==> src/rtl/bsg_upstream_pkg.sv <==
// Shared types and elaboration helpers for the upstream serializer.
package bsg_upstream_pkg;

    typedef enum logic {IDLE, SEND} state_e;

    function automatic int beats(input int dw, input int ch, input int cw);
        return dw / (ch * cw);
    endfunction

    function automatic int beat_width(input int n);
        return (n > 1) ? $clog2(n) : 1;
    endfunction

    function automatic bit width_ok(input int dw, input int ch, input int cw);
        return (dw >= ch * cw) && ((dw % (ch * cw)) == 0);
    endfunction

endpackage

==> src/rtl/bsg_upstream_credit_counter.sv <==
// Saturating token-credit counter with sticky overflow flag.
module bsg_upstream_credit_counter #(
    parameter int CREDITS = 16,
    parameter int CW      = $clog2(CREDITS + 1)
) (
    input  logic          clk,
    input  logic          rst,
    input  logic          inc,
    input  logic          dec,
    output logic [CW-1:0] cnt,
    output logic          ovf
);

    localparam logic [CW-1:0] FULL = CW'(CREDITS);
    localparam logic [CW-1:0] ONE  = CW'(1);

    always_ff @(posedge clk) begin
        if (rst) begin
            cnt <= FULL;
            ovf <= 1'b0;
        end else begin
            // A token with nothing outstanding means the far end miscounted.
            if (inc && cnt == FULL) ovf <= 1'b1;
            if (inc && !dec && cnt != FULL) cnt <= cnt + ONE;
            else if (dec && !inc) cnt <= cnt - ONE;
        end
    end

endmodule

==> src/rtl/bsg_upstream_serializer.sv <==
// Core words to CHANNELS x CH_WIDTH beats, with a one-word skid buffer
// and token-credit flow control toward the far end.
module bsg_upstream_serializer
    import bsg_upstream_pkg::*;
#(
    parameter int DATA_WIDTH = 64,
    parameter int CHANNELS   = 2,
    parameter int CH_WIDTH   = 8,
    parameter int CREDITS    = 16,
    parameter int CNT_WIDTH  = 7
) (
    input  logic                           clk,
    input  logic                           rst,
    input  logic                           core_valid_in,
    input  logic [DATA_WIDTH-1:0]          core_data_in,
    output logic                           core_ready_out,
    input  logic                           io_token,
    output logic                           io_valid_out,
    output logic [CHANNELS*CH_WIDTH-1:0]   io_data_out,
    output logic [$clog2(CREDITS+1)-1:0]   credit_cnt,
    output logic [CNT_WIDTH-1:0]           sent_cnt,
    output logic                           err_credit_ovf
);

    localparam int BEATS = beats(DATA_WIDTH, CHANNELS, CH_WIDTH);
    localparam int BW    = beat_width(BEATS);
    localparam int CW    = $clog2(CREDITS + 1);
    localparam logic [BW-1:0] LAST = BW'(BEATS - 1);

    if (!width_ok(DATA_WIDTH, CHANNELS, CH_WIDTH)) begin : g_bad_width
        $error("DATA_WIDTH must be a multiple of CHANNELS*CH_WIDTH");
    end

    state_e                state;
    logic [BW-1:0]         beat;
    logic [BW-1:0]         cur_beat;
    logic                  active_valid;
    logic                  skid_valid;
    logic [DATA_WIDTH-1:0] active_data;
    logic [DATA_WIDTH-1:0] skid_data;
    logic [DATA_WIDTH-1:0] cur_data;
    logic                  src_skid;
    logic                  start;
    logic                  busy;
    logic                  last;
    logic                  launch;
    logic                  accept;
    logic                  credit_avail;
    logic                  cont;

    assign core_ready_out = !rst && !skid_valid;
    assign accept         = core_valid_in && core_ready_out;
    assign src_skid       = (state == IDLE) && !active_valid;
    assign start          = !rst && (state == IDLE)
                          && (active_valid || skid_valid)
                          && (credit_cnt != '0);
    assign busy           = start || (!rst && state == SEND);
    assign cur_beat       = (state == SEND) ? beat : '0;
    assign last           = busy && (cur_beat == LAST);
    assign launch         = start || (busy && state == SEND && beat == '0);
    // Credit seen by next cycle's launch: this cycle's token counts.
    assign credit_avail   = io_token || (credit_cnt > CW'(launch));
    assign cont           = last && skid_valid && !(start && src_skid)
                          && credit_avail;
    assign cur_data       = src_skid ? skid_data : active_data;
    assign io_valid_out   = busy;

    for (genvar c = 0; c < CHANNELS; c++) begin : g_ch
        assign io_data_out[c*CH_WIDTH +: CH_WIDTH] = busy
            ? CH_WIDTH'(cur_data >> ((c * BEATS + int'(cur_beat)) * CH_WIDTH))
            : '0;
    end

    always_ff @(posedge clk) begin
        if (rst) begin
            state        <= IDLE;
            beat         <= '0;
            active_valid <= 1'b0;
            skid_valid   <= 1'b0;
            sent_cnt     <= '0;
        end else begin
            if (launch) sent_cnt <= sent_cnt + CNT_WIDTH'(1);
            if (accept) begin
                if (state == IDLE && !active_valid) begin
                    active_valid <= 1'b1;
                    active_data  <= core_data_in;
                end else begin
                    skid_valid <= 1'b1;
                    skid_data  <= core_data_in;
                end
            end
            if (start && src_skid) begin
                active_valid <= 1'b1;
                active_data  <= skid_data;
                skid_valid   <= 1'b0;
            end
            if (last) begin
                beat <= '0;
                if (cont) begin
                    state       <= SEND;
                    active_data <= skid_data;
                    skid_valid  <= 1'b0;
                end else begin
                    state        <= IDLE;
                    active_valid <= 1'b0;
                end
            end else if (busy) begin
                state <= SEND;
                beat  <= cur_beat + BW'(1);
            end
        end
    end

    bsg_upstream_credit_counter #(
        .CREDITS (CREDITS),
        .CW      (CW)
    ) u_credit (
        .clk (clk),
        .rst (rst),
        .inc (io_token),
        .dec (launch),
        .cnt (credit_cnt),
        .ovf (err_credit_ovf)
    );

endmodule

==> config.mk <==
export PLATFORM = sky130hd
export DESIGN_NAME = bsg_upstream_serializer
export DESIGN_NICKNAME = d
export VERILOG_FILES = /design/src/rtl/bsg_upstream_pkg.sv /design/src/rtl/bsg_upstream_credit_counter.sv /design/src/rtl/bsg_upstream_serializer.sv
export SDC_FILE = /design/constraint.sdc
export NUM_CORES = 1
export LEC_CHECK = 0
export BUFFER_PORTS_ARGS = -buffer_cell sky130_fd_sc_hd__buf_4
export CORE_MARGIN = 1
export CORE_UTILIZATION = 50
export DETAILED_ROUTE_END_ITERATION = 12
export PLACE_DENSITY = 0.71
export SYNTH_ARGS = -nofsm -noshare
export SYNTH_HDL_FRONTEND = slang
export SYNTH_SLANG_ARGS = --single-unit
==> constraint.sdc <==
create_clock -name clk -period 14.9 [get_ports clk]
set_input_delay 1.49 -clock clk [delete_from_list [all_inputs] [get_ports clk]]
set_output_delay 1.49 -clock clk [all_outputs]
set_load 0.01 [all_outputs]
# After elaboration in Yosys (flattened, before gate mapping)
# Cells that the tools add are included.
[classes]
reduce_logical = 34
addsub = 5
shifts = 2
magnitude_cmp = 1
muxes = 24
bitwise = 3
n_eq_ne = 3
[op_table]
columns = ["operator", "n"]
rows = [
  ["$mux W64", 6],
  ["$shr A64 B5 Y8", 1],
  ["$shr A64 B7 Y8", 1],
  ["$logic_and A1 B1 Y1", 18],
  ["$mux W8", 2],
  ["$mux W1", 13],
  ["$mux W5", 2],
  ["$add A7 B1 Y7 const B", 1],
  ["$logic_not A1 Y1", 6],
  ["$add A5 B1 Y5 const B", 1],
  ["$eq A5 B5 Y1 const B", 1],
  ["$gt A5 B1 Y1", 1],
  ["$ne A5 B5 Y1 const B", 1],
  ["$reduce_bool A5 Y1", 1],
  ["$sub A5 B1 Y5 const B", 1],
  ["$add A3 B2 Y4 const A", 1],
  ["$logic_or A1 B1 Y1", 4],
  ["$reduce_bool A2 Y1", 2],
  ["$not A1 Y1", 3],
  ["$reduce_and A3 Y1", 1],
  ["$add A2 B1 Y2 const B", 1],
  ["$eq A2 B2 Y1 const B", 1],
  ["$logic_not A2 Y1", 1],
  ["$mux W2", 1],
  ["$reduce_or A2 Y1", 1],
]
[totals]
output_inout_bits = 31
elab_cells = 81
ff_bits = 146

# Depth between registers and ports, before layout
[logic_depth]
depth_word = 13
depth_mapped = 14
mapped_depth_nobuf = 9

# By module
# Synthesis repeated with hierarchy kept, for this count alone.
[hier_totals]
cells_unflattened = 637
area_unflattened_um2 = 7103.1
[modules_own_cells]
columns = ["module", "area_per_inst_um2", "seq_area_each_um2", "cells_per_inst", "instances"]
rows = [
  ["bsg_upstream_serializer", 6682.7, 4083.9, 590, 1],
  ["bsg_upstream_credit_counter", 420.4, 120.1, 47, 1],
]

# Worst setup path after synthesis
# No wires, ideal clock.
[synth_timing]
path_kind = "input-to-reg"
startpoint = "in rst"
endpoint = "reg skid_data[0], enable pin"
path_stages = 2
setup_time_ps = 666
path_buffers = 1
slack_ps = 5856
t_arrival_ps = 8378
path_cell_list = "clkbuf_1 nor4b_1"
[synth_between]
elab_chain_len = 4
word_cells_on_any_way = 5
classes_between = "1 x bitwise; 4 x reduce/logical"
[synth_rtl]
columns = ["item", "line_no", "text"]
rows = [
  ["start, declared", "bsg_upstream_serializer.sv:13", "input logic rst,"],
  ["$logic_not A1 Y1", "bsg_upstream_serializer.sv:51", "assign core_ready_out = !rst && !skid_valid;"],
  ["$logic_and A1 B1 Y1", "bsg_upstream_serializer.sv:51", ""],
  ["$logic_and A1 B1 Y1", "bsg_upstream_serializer.sv:52", "assign accept = core_valid_in && core_ready_out;"],
  ["$reduce_and A3 Y1 (no line) *", "--", ""],
  ["end signal, assigned", "bsg_upstream_serializer.sv:89", "skid_data <= core_data_in;"],
  ["end, declared", "bsg_upstream_serializer.sv:40", "logic [DATA_WIDTH-1:0] skid_data;"],
]
# Every way passes the cells marked *; elsewhere a longest branch is shown, timed or not.
# A chain may end at the register's enable or synchronous reset.

# Worst setup path in the final report
[layout_timing]
startpoint = "in rst"
endpoint = "reg active_data[27] (data pin)"
[layout_between]
elab_chain_len = 13
word_cells_on_any_way = 23
classes_between = "1 x order compare; 4 x mux; 18 x reduce/logical"
[layout_rtl]
columns = ["item", "line_no", "text"]
rows = [
  ["$logic_not A1 Y1 *", "bsg_upstream_serializer.sv:51, bsg_upstream_serializer.sv:54, bsg_upstream_serializer.sv:57", ""],
  ["$logic_and A1 B1 Y1", "bsg_upstream_serializer.sv:54", "assign start = !rst && (state == IDLE)"],
  ["$logic_and A1 B1 Y1", "bsg_upstream_serializer.sv:55", "&& (active_valid || skid_valid)"],
  ["$logic_and A1 B1 Y1", "bsg_upstream_serializer.sv:56", "&& (credit_cnt != '0);"],
  ["$logic_or A1 B1 Y1", "bsg_upstream_serializer.sv:57", "assign busy = start || (!rst && state == SEND);"],
  ["$logic_and A1 B1 Y1 (2 in series)", "bsg_upstream_serializer.sv:60", "assign launch = start || (busy && state == SEND && beat == '0);"],
  ["$logic_or A1 B1 Y1", "bsg_upstream_serializer.sv:60", ""],
  ["$gt A5 B1 Y1", "bsg_upstream_serializer.sv:62", "assign credit_avail = io_token || (credit_cnt > CW'(launch));"],
  ["$logic_or A1 B1 Y1", "bsg_upstream_serializer.sv:62", ""],
  ["$logic_and A1 B1 Y1", "bsg_upstream_serializer.sv:64", "&& credit_avail;"],
  ["$mux W64", "bsg_upstream_serializer.sv:99", "if (cont) begin"],
  ["$mux W64 *", "bsg_upstream_serializer.sv:97", "if (last) begin"],
  ["end signal, assigned", "bsg_upstream_serializer.sv:86", "active_data <= core_data_in;"],
  ["end signal, assigned", "bsg_upstream_serializer.sv:94", "active_data <= skid_data;"],
  ["end signal, assigned", "bsg_upstream_serializer.sv:101", "active_data <= skid_data;"],
  ["end, declared", "bsg_upstream_serializer.sv:39", "logic [DATA_WIDTH-1:0] active_data;"],
]
# Marks and branches as above.

==> results.toml <==
[status]
status = "finished, final reports clean"

[synth]
yosysWarnings = 0
synth_compound_area_frac = 0.148
async_flop_share = 0
synthTopCellsByArea = "edfxtp_1 (54%), mux2i_1 (9.3%), nand2_1 (5.5%)"
synth_xor_area_frac = 0.00860
yosys_most_used_dff = "edfxtp_1"
ys_seq_area_frac = 0.590
yosysUniqueCellTypes = 50
yosysTopAreaCellShare = 0.539
synthCells = 638
syn_area_mm2 = 0.00713
synthAdderAreaFrac = 0.0133
syn-num-nets = 713
synth_edf_count = 128
ys_ff_latch = 146
synth_largest_area_cell = "edfxtp_1"
synth_area_per_cell_um2 = 11.2
synth.area.mux_share = 0.0942
synth_simple_gate_area_frac = 0.110
synth_top_family_by_area = "compound AO/OA/AOI/OAI gates"

[die]
ios = 99
num_rows = 43
start_util = 0.514
fp.coreArea_mm2 = 0.0139
die_area_mm2 = 0.0147
die_x_um = 121
die_height_um = 121

[clock_tree]
cts_tree = "built"
cts_max_level = 4
clock-sinks = 146
worstSkewPairLatency_ps = 420
clock_path_buffers = 2
root_buffer = "clkbuf_16"
post_cts_buffers = 0
clk_pin_slew_worst_paths_ps = 60
post_cts_resized = 0
ctsHoldBuffers = 0
cts_buffers = 17

[hold_path]
hp-class = "register to register"

[cells_and_area]
antennaDiodeCount = 0
drive_above_1_share = 0.207
synthToLayoutAreaGrowth_pct = 19.5
fin_nets = 792

[timing]
layout_min_cycle_time_ps = 4440
worst_slew_pin_slew_ps = 1190
fin_worst_skew_ps = 4.40
slew_headroom = 0.204
whs_ps = 492
tns_ps = 0
slew_violations = 0
clock.fmax_ghz = 0.225
hold_viol = 0
rsz0062_at_grt = "no"
min_period_over_period = 0.298
finalSetupViolCount = 0

[worst_setup_path]
cp_slowest_cell = "buf_4"
max_stage_delay_ps = 860
start_kind = "input pin"
cp_common_cell = "buf_4"
cp_max_fo = 128
worst_setup_path_end_kind = "register"
critPathRequiredTime_ps = 15010
crit_chain = "buf_4, or4b_1, nand2_1, ha_1, nor2_1, o41ai_2, o21ai_4, buf_4, o21ai_0"
crit_arrival_ps = 4550
crit_type = "input pin to register"

[routing]
drt_iter0_markers = 655
via_per_inst = 5.92
drc = 0
num_vias = 5385
ant_nets = 0
dr.pass1.iters = 5
avgRoutedWirePerCell_um = 18.8
drt-total-wl_um = 17100

[global_routing]
track_usage = 0.245
grt_max_degree = 129
grt_pass1_vias = 5342
antenna_found_initial = 0
grt_pass1_wl_um = 27700
grt-ovfl-total = 0

[power_and_ir_drop]
p_per_area_mw_per_mm2 = 145
peakVddDrop_v = 0.000100
p_leak_nw = 3.45
total_power_mw = 1.23

[placed_design]
place.gp.congestion = 0.801
dpl.hpwl_um = 10300
portBuffers = 98

[flow_run]
cap_viol_max_count = 0
-- critical path, delay by kind of cell --
family                   cells  cell delay, ps
AO/OA/AOI/OAI                3             580
adder cells (fa/ha/maj)      1             250
buffers and inverters        2            1050
AND/OR/NAND/NOR              3            1070
-- per-stage QoR --
step,cell area [µm²],instances,setup WS (ps),utilization
global route,8520,910,10270,0.614
CTS,8520,910,10510,0.614
finish,8520,910,10460,0.614
global placement,7960,878,10270,0.573
floorplan,7130,638,5860,-
detailed placement,7960,878,10090,0.573
-- sequential cells by signal, indices dropped and copies added (netlist names) --
| register | cells |
|---|---|
| skid_valid | 1 |
| beat | 2 |
| active_valid | 1 |
| u_credit.ovf | 1 |
| sent_cnt | 7 |
| u_credit.cnt | 5 |
| state | 1 |
| skid_data | 64 |
| active_data | 64 |
-- final cells by class --
cell class              instances  area, µm²
fillers                      1117       5360
clock buffers                  19        453
flip-flops and latches        146       4200
clock inverters                13        116
well taps                     180        225
repair buffers                107        803
multi-input cells             437       2690
inverters                       8       30.0
-- final timing paths --
path | from | end | slack [ps] | cells past startpoint
worst max-delay path | rst | active_data[27] | 10460 | 9
worst min-delay path | u_credit.ovf | u_credit.ovf | 490 | 2
worst max register to register | active_valid | active_data[27] | 10970 | 10
worst min register to register | u_credit.ovf | u_credit.ovf | 490 | 2
-- routing by layer --
layer | vias up | routed length, µm | global-route usage
li1 | 2538 | - | -
met1 | 2638 | 7630 | 0.333
met2 | 187 | 8210 | 0.385
met3 | 22 | 978 | 0.0508
met4 | 0 | 279 | 0.0957
met5 | - | 0 | 0
-- cells in the mapped netlist (all sizes together), types with 2 or more instances --
| cell | count |
|---|---|
| a211oi | 3 |
| a21o | 5 |
| a21oi | 29 |
| and4 | 2 |
| buf | 21 |
| clkbuf | 26 |
| clkinv | 2 |
| dfxtp | 18 |
| edfxtp | 128 |
| ha | 6 |
| inv | 6 |
| mux2i | 66 |
| nand2 | 105 |
| nand3 | 36 |
| nand4 | 3 |
| nor2 | 16 |
| nor3 | 4 |
| o211ai | 33 |
| o21ai | 99 |
| or3 | 2 |
| or4 | 2 |
| xnor2 | 5 |
| xor2 | 2 |
-- cell families (layout without fill, tap and decap cells) --
family	after synthesis	count (layout)
AO/OA/AOI/OAI	178	178
AND/OR/NAND/NOR	178	178
flip-flops	146	146
multiplexers	67	67
buffers and inverters	55	147
adder cells (fa/ha/maj)	7	7
XOR/XNOR	7	7
-- placed cells by master, fill, tap and decap left out, types with 2 or more instances in the layout --
cell type / count
a21o_1: 5
nor3_1: 4
edfxtp_1: 128
clkinv_1: 2
o21ai_0: 77
xor2_1: 2
nand3_1: 36
ha_1: 6
mux2i_1: 66
a211oi_1: 3
xnor2_1: 5
inv_2: 2
a21oi_1: 29
and4_1: 2
inv_1: 5
bufinv_16: 2
dfxtp_1: 18
or3_1: 2
clkbuf_8: 2
nor2_1: 15
clkbuf_16: 17
o211ai_1: 33
buf_4: 107
o21ai_1: 21
nand2_1: 104
nand4_1: 3
clkinv_2: 9
-- power by group --
part	switching [mW]	total [mW]	internal (mW)
Sequential	0.0347	0.537	0.502
Clock	0.160	0.411	0.251
Combinational	0.166	0.287	0.121
Power figures use the tool's default switching activity.
